--- src/rtl/vc_fifo.sv ---
// Multi-VC circular input buffer: VC_NUM independent queues sharing one storage
// array, per-VC occupancy/flags, optional first-word-fall-through read data.
module vc_fifo #(
  parameter int unsigned DATA_WIDTH       = 8,
  parameter int unsigned FIFO_DEPTH_WIDTH = 2,
  parameter int unsigned VC_NUM           = 2,
  parameter int unsigned VC_ID_WIDTH      = 1,
  parameter int unsigned FWFT             = 0,
  parameter int unsigned AF_LVL           = (2 ** FIFO_DEPTH_WIDTH) - 1,
  parameter int unsigned ID               = 0
) (
  input  logic                                      clk_i,
  input  logic                                      rst_ni,
  input  logic                                      wr_en_i,
  input  logic [VC_ID_WIDTH-1:0]                    wr_vc_i,
  input  logic [DATA_WIDTH-1:0]                     data_i,
  input  logic                                      rd_en_i,
  input  logic [VC_ID_WIDTH-1:0]                    rd_vc_i,
  output logic [DATA_WIDTH-1:0]                     data_o,
  output logic [VC_NUM-1:0]                         full_o,
  output logic [VC_NUM-1:0]                         empty_o,
  output logic [VC_NUM-1:0]                         almost_full_o,
  output logic [VC_NUM*(FIFO_DEPTH_WIDTH+1)-1:0]    count_o,
  output logic                                      overflow_o,
  output logic                                      underflow_o
);

  localparam int unsigned W       = FIFO_DEPTH_WIDTH;
  localparam int unsigned CW      = W + 1;
  localparam int unsigned DEPTH   = 2 ** W;
  localparam int unsigned AW      = VC_ID_WIDTH + W;
  localparam int unsigned ENTRIES = VC_NUM * DEPTH;

  typedef logic [CW-1:0] ptr_t;

  ptr_t [VC_NUM-1:0]     wr_ptr_q, wr_ptr_d;
  ptr_t [VC_NUM-1:0]     rd_ptr_q, rd_ptr_d;
  ptr_t [VC_NUM-1:0]     count_c;
  logic [VC_NUM-1:0]     full_c, empty_c, af_c;
  logic [DATA_WIDTH-1:0] mem_q [ENTRIES];

  logic                  wr_vc_ok_c, rd_vc_ok_c;
  logic                  wr_full_c, rd_empty_c;
  logic [W-1:0]          wr_lo_c, rd_lo_c;
  logic                  wr_acc_c, rd_acc_c;
  logic [AW-1:0]         wr_addr_c, rd_addr_c;
  logic                  overflow_q, overflow_d;
  logic                  underflow_q, underflow_d;

  logic [31:0]           unused_id;
  assign unused_id = ID;

  // Flags decoded from the registered pointers; MSB is the wrap bit.
  always_comb begin
    count_c = '0;
    empty_c = '0;
    full_c  = '0;
    af_c    = '0;
    for (int unsigned v = 0; v < VC_NUM; v++) begin
      count_c[v] = wr_ptr_q[v] - rd_ptr_q[v];
      empty_c[v] = (wr_ptr_q[v] == rd_ptr_q[v]);
      full_c[v]  = (wr_ptr_q[v][W] != rd_ptr_q[v][W]) &&
                   (wr_ptr_q[v][W-1:0] == rd_ptr_q[v][W-1:0]);
      af_c[v]    = (count_c[v] >= CW'(AF_LVL));
    end
  end

  // Select the addressed VC's state; an out-of-range VC id matches nothing.
  always_comb begin
    wr_vc_ok_c = 1'b0;
    rd_vc_ok_c = 1'b0;
    wr_full_c  = 1'b1;
    rd_empty_c = 1'b1;
    wr_lo_c    = '0;
    rd_lo_c    = '0;
    for (int unsigned v = 0; v < VC_NUM; v++) begin
      if (wr_vc_i == VC_ID_WIDTH'(v)) begin
        wr_vc_ok_c = 1'b1;
        wr_full_c  = full_c[v];
        wr_lo_c    = wr_ptr_q[v][W-1:0];
      end
      if (rd_vc_i == VC_ID_WIDTH'(v)) begin
        rd_vc_ok_c = 1'b1;
        rd_empty_c = empty_c[v];
        rd_lo_c    = rd_ptr_q[v][W-1:0];
      end
    end
  end

  // A full VC may still take a write when the same VC is popped this cycle.
  always_comb begin
    rd_acc_c    = rd_en_i && rd_vc_ok_c && !rd_empty_c;
    wr_acc_c    = wr_en_i && wr_vc_ok_c &&
                  (!wr_full_c || (rd_acc_c && (rd_vc_i == wr_vc_i)));
    wr_addr_c   = {wr_vc_i, wr_lo_c};
    rd_addr_c   = {rd_vc_i, rd_lo_c};
    overflow_d  = wr_en_i && !wr_acc_c;
    underflow_d = rd_en_i && !rd_acc_c;
    wr_ptr_d    = wr_ptr_q;
    rd_ptr_d    = rd_ptr_q;
    for (int unsigned v = 0; v < VC_NUM; v++) begin
      if (wr_acc_c && (wr_vc_i == VC_ID_WIDTH'(v))) wr_ptr_d[v] = wr_ptr_q[v] + CW'(1);
      if (rd_acc_c && (rd_vc_i == VC_ID_WIDTH'(v))) rd_ptr_d[v] = rd_ptr_q[v] + CW'(1);
    end
  end

  always_ff @(posedge clk_i or negedge rst_ni) begin
    if (!rst_ni) begin
      wr_ptr_q    <= '0;
      rd_ptr_q    <= '0;
      overflow_q  <= 1'b0;
      underflow_q <= 1'b0;
    end else begin
      wr_ptr_q    <= wr_ptr_d;
      rd_ptr_q    <= rd_ptr_d;
      overflow_q  <= overflow_d;
      underflow_q <= underflow_d;
    end
  end

  // Payload storage, deliberately not reset.
  always_ff @(posedge clk_i) begin
    if (wr_acc_c) mem_q[wr_addr_c] <= data_i;
  end

  if (FWFT != 0) begin : g_fwft
    assign data_o = mem_q[rd_addr_c];
  end else begin : g_reg
    logic [DATA_WIDTH-1:0] data_q, data_d;

    always_comb begin
      data_d = data_q;
      if (rd_acc_c) data_d = mem_q[rd_addr_c];
    end

    always_ff @(posedge clk_i or negedge rst_ni) begin
      if (!rst_ni) data_q <= '0;
      else         data_q <= data_d;
    end

    assign data_o = data_q;
  end

  assign full_o        = full_c;
  assign empty_o       = empty_c;
  assign almost_full_o = af_c;
  assign count_o       = count_c;
  assign overflow_o    = overflow_q;
  assign underflow_o   = underflow_q;

endmodule
--- config.mk ---
export PLATFORM = sky130hd
export DESIGN_NAME = vc_fifo
export DESIGN_NICKNAME = d
export VERILOG_FILES = /design/src/rtl/vc_fifo.sv
export SDC_FILE = /design/constraint.sdc
export NUM_CORES = 1
export LEC_CHECK = 0
export CORE_UTILIZATION = 40
export CTS_CLUSTER_SIZE = 30
export DETAILED_ROUTE_END_ITERATION = 8
export PLACE_DENSITY = 0.65
export SETUP_SLACK_MARGIN = 0.15
export SLEW_MARGIN = 20
export SYNTH_ARGS = -nofsm -noshare
export SYNTH_HDL_FRONTEND = slang
export SYNTH_SLANG_ARGS = --single-unit
--- constraint.sdc ---
create_clock -name clk_i -period 3.65 [get_ports clk_i]
set_input_delay 0.9125 -clock clk_i [delete_from_list [all_inputs] [get_ports clk_i]]
set_output_delay 0.9125 -clock clk_i [all_outputs]
set_load 0.1 [all_outputs]
# Word level (Yosys, flattened, before mapping)
# Memories as Yosys holds them, arrays and structs flattened. A register that Yosys moved wholly into a read port is not among the register bits.
# Cells that the tools add are included.
# op_classes
eq_ne,7
n_addsub,6
muxes,6
reduce_logical,17
n_lt_le_gt_ge,2
n_bitwise,2
# op_table
operator,count
3-bit by 1-bit adder with 3-bit output (second input constant),4
1-bit logical AND,11
3-bit equality test,2
3-bit by 2-bit greater-or-equal comparator with 1-bit output (second input constant),2
3-bit subtractor,2
1-bit logical NOT,5
2-bit equality test,2
1-bit two-way mux,4
2-bit two-way mux,2
1-bit != test,2
1-bit NOT,2
1-bit equality test,1
1-bit logical OR,1
# totals
output_inout_bits,22
wordCells,47
mem_bits_rw,64
regBits,14
in_bits,14
n_memories,1
# memory_table
memory,words,word_bits,rd,rd_ports_with_merged_regs,write_ports,line_no,source
mem_q,8,8,1,1,1,40,logic [DATA_WIDTH-1:0] mem_q [ENTRIES];

# Logic depth before layout (Yosys ltp)
# Gate-level depths: netlist of the first run.
# logic_depth
depth_word,9
ltp_mapped,7
mapped_depth_nobuf,6

# Worst setup path after synthesis of the first run
# OpenSTA, ideal clock, no wires.
# synth_timing
path_type,register to output
startpoint,reg wr_ptr_q[0] (netlist bit)
endpoint,out almost_full_o[0]
t_arrival_ns,3.412
path_slack_ns,-0.675
required_time_ns,2.738
stages_incl_launch_ff,7
n_path_buf,0
path_cell_list,dfrtp_1 > inv_1 > ha_1 > inv_1 > fa_1 > xnor2_1 > a21o_1
# synth_between
elab_chain_cells,2
# synth_rtl
element,line_no,source
start: declaration,36,"ptr_t [VC_NUM-1:0] wr_ptr_q, wr_ptr_d;"
start signal: assignment,114,wr_ptr_q <= wr_ptr_d;
3-bit subtractor,60,count_c[v] = wr_ptr_q[v] - rd_ptr_q[v];
via count_o[2],23,"output logic [VC_NUM*(FIFO_DEPTH_WIDTH+1)-1:0] count_o,"
3-bit by 2-bit greater-or-equal comparator with 1-bit output,64,af_c[v] = (count_c[v] >= CW'(AF_LVL));
end: declaration,22,"output logic [VC_NUM-1:0] almost_full_o,"
# The timed path passes the listed nets, and every way through them passes these cells.

# Worst setup path in the final report of the first run
# layout_timing
startpoint,reg rd_ptr_q[3] (netlist bit)
endpoint,out almost_full_o[1]
# layout_between
elab_chain_cells,2
# layout_rtl
element,line_no,source
start: declaration,37,"ptr_t [VC_NUM-1:0] rd_ptr_q, rd_ptr_d;"
start signal: assignment,115,rd_ptr_q <= rd_ptr_d;
3-bit subtractor,60,
3-bit by 2-bit greater-or-equal comparator with 1-bit output,64,
# No other way between the ends.

==> flow_summary.yaml, run 1 <==
outcome:
  status: "finished, final reports clean"
critical_path:
  crit_family: "adder cells"
  critPathLaunchType: "flip-flop"
  critPathKind: "flip-flop to primary output"
  crit_fanout: 8
  crit_path_end_kind: "primary output"
  r2r_slack_ns: 1.16
  cp_cell_sequence: "ha_1 > inv_1 > fa_1 > xnor2_4 > a21o_2 > buf_4"
  cp_num_buf_inv: 2
  required_ns: 2.74
  arrival_ns: 2.19
  cpPeakStageDelay_ns: 0.54
  cp_slowest_cell: "dfrtp_1"
job:
  cap_violations: 0
sta:
  max_clock_freq_ghz: 0.323
  skew_ns: 0.0120
  slew_headroom_pct: 35.0
  rsz0062_at_grt: "no"
  finalCritPeriodShare_pct: 84.9
  setup_viol: 0
  hold_viol_final: 0
  slew_violations: 0
  min_period_ns: 3.10
  final.setup.tns_ns: 0
  worst_pin_slew_ns: 0.973
cts:
  clk_latency_ns: 0.35
  cts.path.max_buffers: 2
  cts.htree.levels: 3
  clkTransAtPathRegs_ns: 0.09
  cts_tree: "yes"
  cts_setup_buffers: 0
  cts_resized: 0
  cts-root-buf: "clkbuf_8"
  hold_buffers: 0
  clock-sinks: 86
  numCtsBuffers: 9
floorplan:
  num_rows: 34
  io_pins: 36
  coreArea_mm2: 0.00876
  initial_core_util_pct: 41.4
  die_area_mm2: 0.00945
  die_h_um: 97.2
  fp.dieW_um: 97.2
place:
  io_buffer_count: 35
  gp_congestion: 0.733
  dp_hpwl_um: 4620
yosys:
  syn_area_mm2: 0.00363
  synth_top_area_share_pct: 53.0
  synth.distinct_cells: 33
  synthCells: 216
  ys_seq_area_share_pct: 68.2
  synth_area_leaders: "edfxtp_1 53%, dfrtp_1 15%, mux2i_1 4.4%"
  synth.largest_area_cell: "edfxtp_1"
  synthesis.nets: 240
  synth.avg_cell_area_um2: 16.8
  ys_warn_count: 0
  ys_ff_latch: 86
detailed_routing:
  wl_per_cell_um: 17.4
  drtIter0Drc: 83
  finalWirelength_um: 6640
  post-route-drc-count: 0
  viasPerCell: 5.14
  dr.pass1.iters: 4
  ant_nets: 0
  vias: 1962
layout:
  final_common_cell: "edfxtp_1"
  diodes: 0
  drive_gt1_share_pct: 22.3
  syn_to_final_growth_pct: 20.4
  nNetsFinal: 293
  final_cell_mix: "64 x edfxtp_1, 30 x buf_4, 22 x dfrtp_1"
worst_hold_path:
  hold_path.class: "flip-flop to flip-flop"
global_route:
  grt_pass1_wl_um: 10800
  grt_pass1_vias: 1990
  grt_overflow_total: 0
  grt_max_degree: 23
  track_usage_pct: 15.1
  antenna_found_initial: 0
==> cell families (layout without fill, tap and decap cells) <==
logic type	count (synthesis)	in the layout	synth area share, %
flops	86	86	68.2
simple gates	34	34	4.59
mux	29	29	11.4
fa+ha+maj	10	10	3.86
buf+inv	15	73	2.28
compound gates	29	29	6.56
xor+xnor	13	13	3.14
==> per-stage QoR <==
stage	utilization, %	instance area, um2	hold slack, ns	setup slack [ns]	std cells
global route	49.8	4370	0.563	0.423	382
global placement	47.5	4160	0.517	0.528	366
floorplan	-	3670	0.500	0.322	216
finish	49.8	4370	0.538	0.551	382
CTS	49.8	4370	0.540	0.515	382
detailed placement	47.5	4160	0.520	0.479	366
==> flip-flops by register name, summed over array words and instances (netlist names) <==
signal	cells
data_o	8
mem_q	64
overflow_o	1
rd_ptr_q	6
underflow_o	1
wr_ptr_q	6
==> path summary, 6_finish.rpt <==
| kind | from | cells after the start | end |
|---|---|---|---|
| min reg2reg | data_o[4] | 1 | data_o[4] |
| max in group asynchronous | rst_ni | 2 | data_o[1] |
| max reg2reg | rd_ptr_q[3] | 4 | mem_q[7][4] |
| min | data_o[4] | 1 | data_o[4] |
| max | rd_ptr_q[3] | 6 | almost_full_o[1] |
| min in group asynchronous | rst_ni | 2 | data_o[2] |
==> final cells by class <==
cell class / instances / area, um2
sequential: 86 / 2470
clock buffer: 9 / 124
multi-input combinational: 115 / 1120
inverter: 10 / 37.5
timing repair buffer: 47 / 395
fill: 741 / 4400
tap: 108 / 135
clock inverter: 7 / 81.3
==> worst register-to-register path, cell delays in order, from the launching register on <==
cell	delay (ns)
dfrtp_1	0.54
ha_1	0.31
and2_1	0.22
a31oi_1	0.50
and3_1	0.55
==> metal layers <==
metal / GRT usage, % / wire (um) / vias up
met5: 0 / 0 / -
met2: 23.0 / 3120 / 42
met4: 4.86 / 72 / 0
met1: 20.9 / 3190 / 962
met3: 4.68 / 256 / 7
li1: - / - / 951
==> cells in the mapped netlist <==
master    count
a221o_1       8
edfxtp_1     64
fa_1          2
a21oi_1       3
nor2_1        3
nand2_1      11
o32ai_1       8
dfrtp_1      22
buf_6         3
nand2b_1      1
nor3_1        7
ha_1          8
nand3_1       3
xnor2_1      11
nor2b_1       1
nand3b_1      1
mux4_2        5
o21ai_0       2
inv_1        10
and3_1        2
clkbuf_1      1
and2_1        4
a211o_1       2
xor2_1        2
a31oi_1       1
mux2_2        3
a21o_1        4
mux2i_1      16
buf_4         1
mux2i_2       2
nor2_2        1
a311oi_1      1
mux4_1        3
Power of run 1 is not shown: default switching activity piles up to over one toggle a cycle in this logic, so the estimate is an artifact.
==> inputs of run 2 (changes only) <==
Clock period 3.65 ns to 3.2 ns, I/O delays scaled along.
==> flow_summary.yaml, run 2 (synthesis results as in run 1) <==
critical_path:
  r2r_slack_ns: 1.09
  critPathKind: "flip-flop to primary output"
  crit_path_end_kind: "primary output"
  arrival_ns: 2.09
  required_ns: 2.40
  r2r-end: "wr_ptr_q[1]"
  crit_fanout: 8
  r2r_start: "wr_ptr_q[0]"
  critPathLaunchType: "flip-flop"
  ff2ff_path_depth: 5
layout:
  final_cell_mix: "64 x edfxtp_1, 29 x buf_4, 22 x dfrtp_1"
  final_common_cell: "edfxtp_1"
  stdcell_area_mm2: 0.00444
  nNetsFinal: 296
  top_register: "mem_q"
  drive_gt1_share_pct: 23.8
  diodes: 0
  layoutNonFillerInstCount: 385
  syn_to_final_growth_pct: 22.4
  largest_reg_flops: 64
global_route:
  grt_pass1_wl_um: 11300
  grt_max_degree: 23
  antenna_found_initial: 0
  grt_pass1_vias: 2066
  grt_overflow_total: 0
  track_usage_pct: 15.9
detailed_routing:
  dr.pass1.iters: 4
  post-route-drc-count: 0
  vias: 2018
  viasPerCell: 5.24
  drtIter0Drc: 67
  ant_nets: 0
  finalWirelength_um: 6880
  wl_per_cell_um: 17.9
cts:
  cts.path.max_buffers: 2
  cts-root-buf: "clkbuf_8"
  clock-sinks: 86
  cts_resized: 0
  numCtsBuffers: 9
  clkTransAtPathRegs_ns: 0.08
  cts_tree: "yes"
  hold_buffers: 0
  clk_latency_ns: 0.34
  cts_setup_buffers: 0
  cts.htree.levels: 3
sta:
  max_clock_freq_ghz: 0.346
  skew_ns: 0.00932
  min_period_ns: 2.89
  hold_viol_final: 0
  finalCritPeriodShare_pct: 90.2
  setup_viol: 0
  worst_pin_slew_ns: 0.640
  hold-worst-slack_ns: 0.530
  slew_violations: 0
  rsz0062_at_grt: "no"
  slew_headroom_pct: 57.2
  final.setup.tns_ns: 0
place:
  dp_hpwl_um: 4740
  place_area_mm2: 0.00428
  io_buffer_count: 35
  gp_congestion: 0.710
  post-place-cells: 369
floorplan:
  fp.dieW_um: 97.2
  die_area_mm2: 0.00945
  coreArea_mm2: 0.00876
  initial_core_util_pct: 41.4
  die_h_um: 97.2
  io_pins: 36
  num_rows: 34
outcome:
  status: "finished, final reports clean"
job:
  cap_violations: 0
worst_hold_path:
  hold_path_startpoint: "rd_ptr_q[5]"
  whs_endpoint: "rd_ptr_q[5]"
  hold_depth: 1
  hold_path.class: "flip-flop to flip-flop"
## run 2: changes by cell type in the layout (fill, tap and decap cells not counted), moves of 2 or more
cell | before | now
fa_2 | 0 | 2
clkinv_4 | 2 | 0
inv_6 | 2 | 0
clkbuf_1 | 0 | 3
buf_12 | 0 | 8
clkdlybuf4s50_1 | 17 | 13
fa_1 | 2 | 0
clkinvlp_4 | 0 | 2
## run 2: layer usage
| layer | track usage, % | vias up | wire length [um] |
|---|---|---|---|
| met2 | 25.0 | 48 | 3210 |
| li1 | - | 952 | - |
| met5 | 0 | - | 0 |
| met3 | 4.17 | 8 | 357 |
| met1 | 22.1 | 1010 | 3230 |
| met4 | 4.41 | 0 | 73 |
## run 2: worst max path at each step
stage / cells after the start / from / slack (ns) / end
floorplan: 6 / wr_ptr_q[0] / 0.20 / almost_full_o[0]
global placement: 5 / rd_vc_i / 0.22 / data_o[0]
detailed placement: 5 / rd_vc_i / 0.21 / data_o[0]
CTS: 6 / rd_ptr_q[3] / 0.30 / almost_full_o[1]
global route: 6 / rd_ptr_q[3] / 0.22 / almost_full_o[1]
finish: 6 / rd_ptr_q[3] / 0.31 / almost_full_o[1]
## run 2: stage by stage
stage,setup WS [ns],util [%]
floorplan,0.198,-
global placement,0.221,48.8
detailed placement,0.211,48.8
CTS,0.296,50.6
global route,0.218,50.6
finish,0.313,50.6
## run 2: layout make-up
type	count	area (um2)
Fill cell	742	4330
Sequential cell	86	2470
Multi-Input combinational cell	115	1120
Timing Repair Buffer	50	508
Clock buffer	12	135
Tap cell	108	135
Inverter	10	37.5
Clock inverter	4	23.8
## run 2: critical path, cell delays in order, from the launching register on
cell and delay, ns:
dfrtp_1 0.55, ha_1 0.21, inv_1 0.05, fa_2 0.37, xnor2_4 0.17, a21o_2 0.23
buf_12 0.16
Power of run 2 is left out for the same reason.
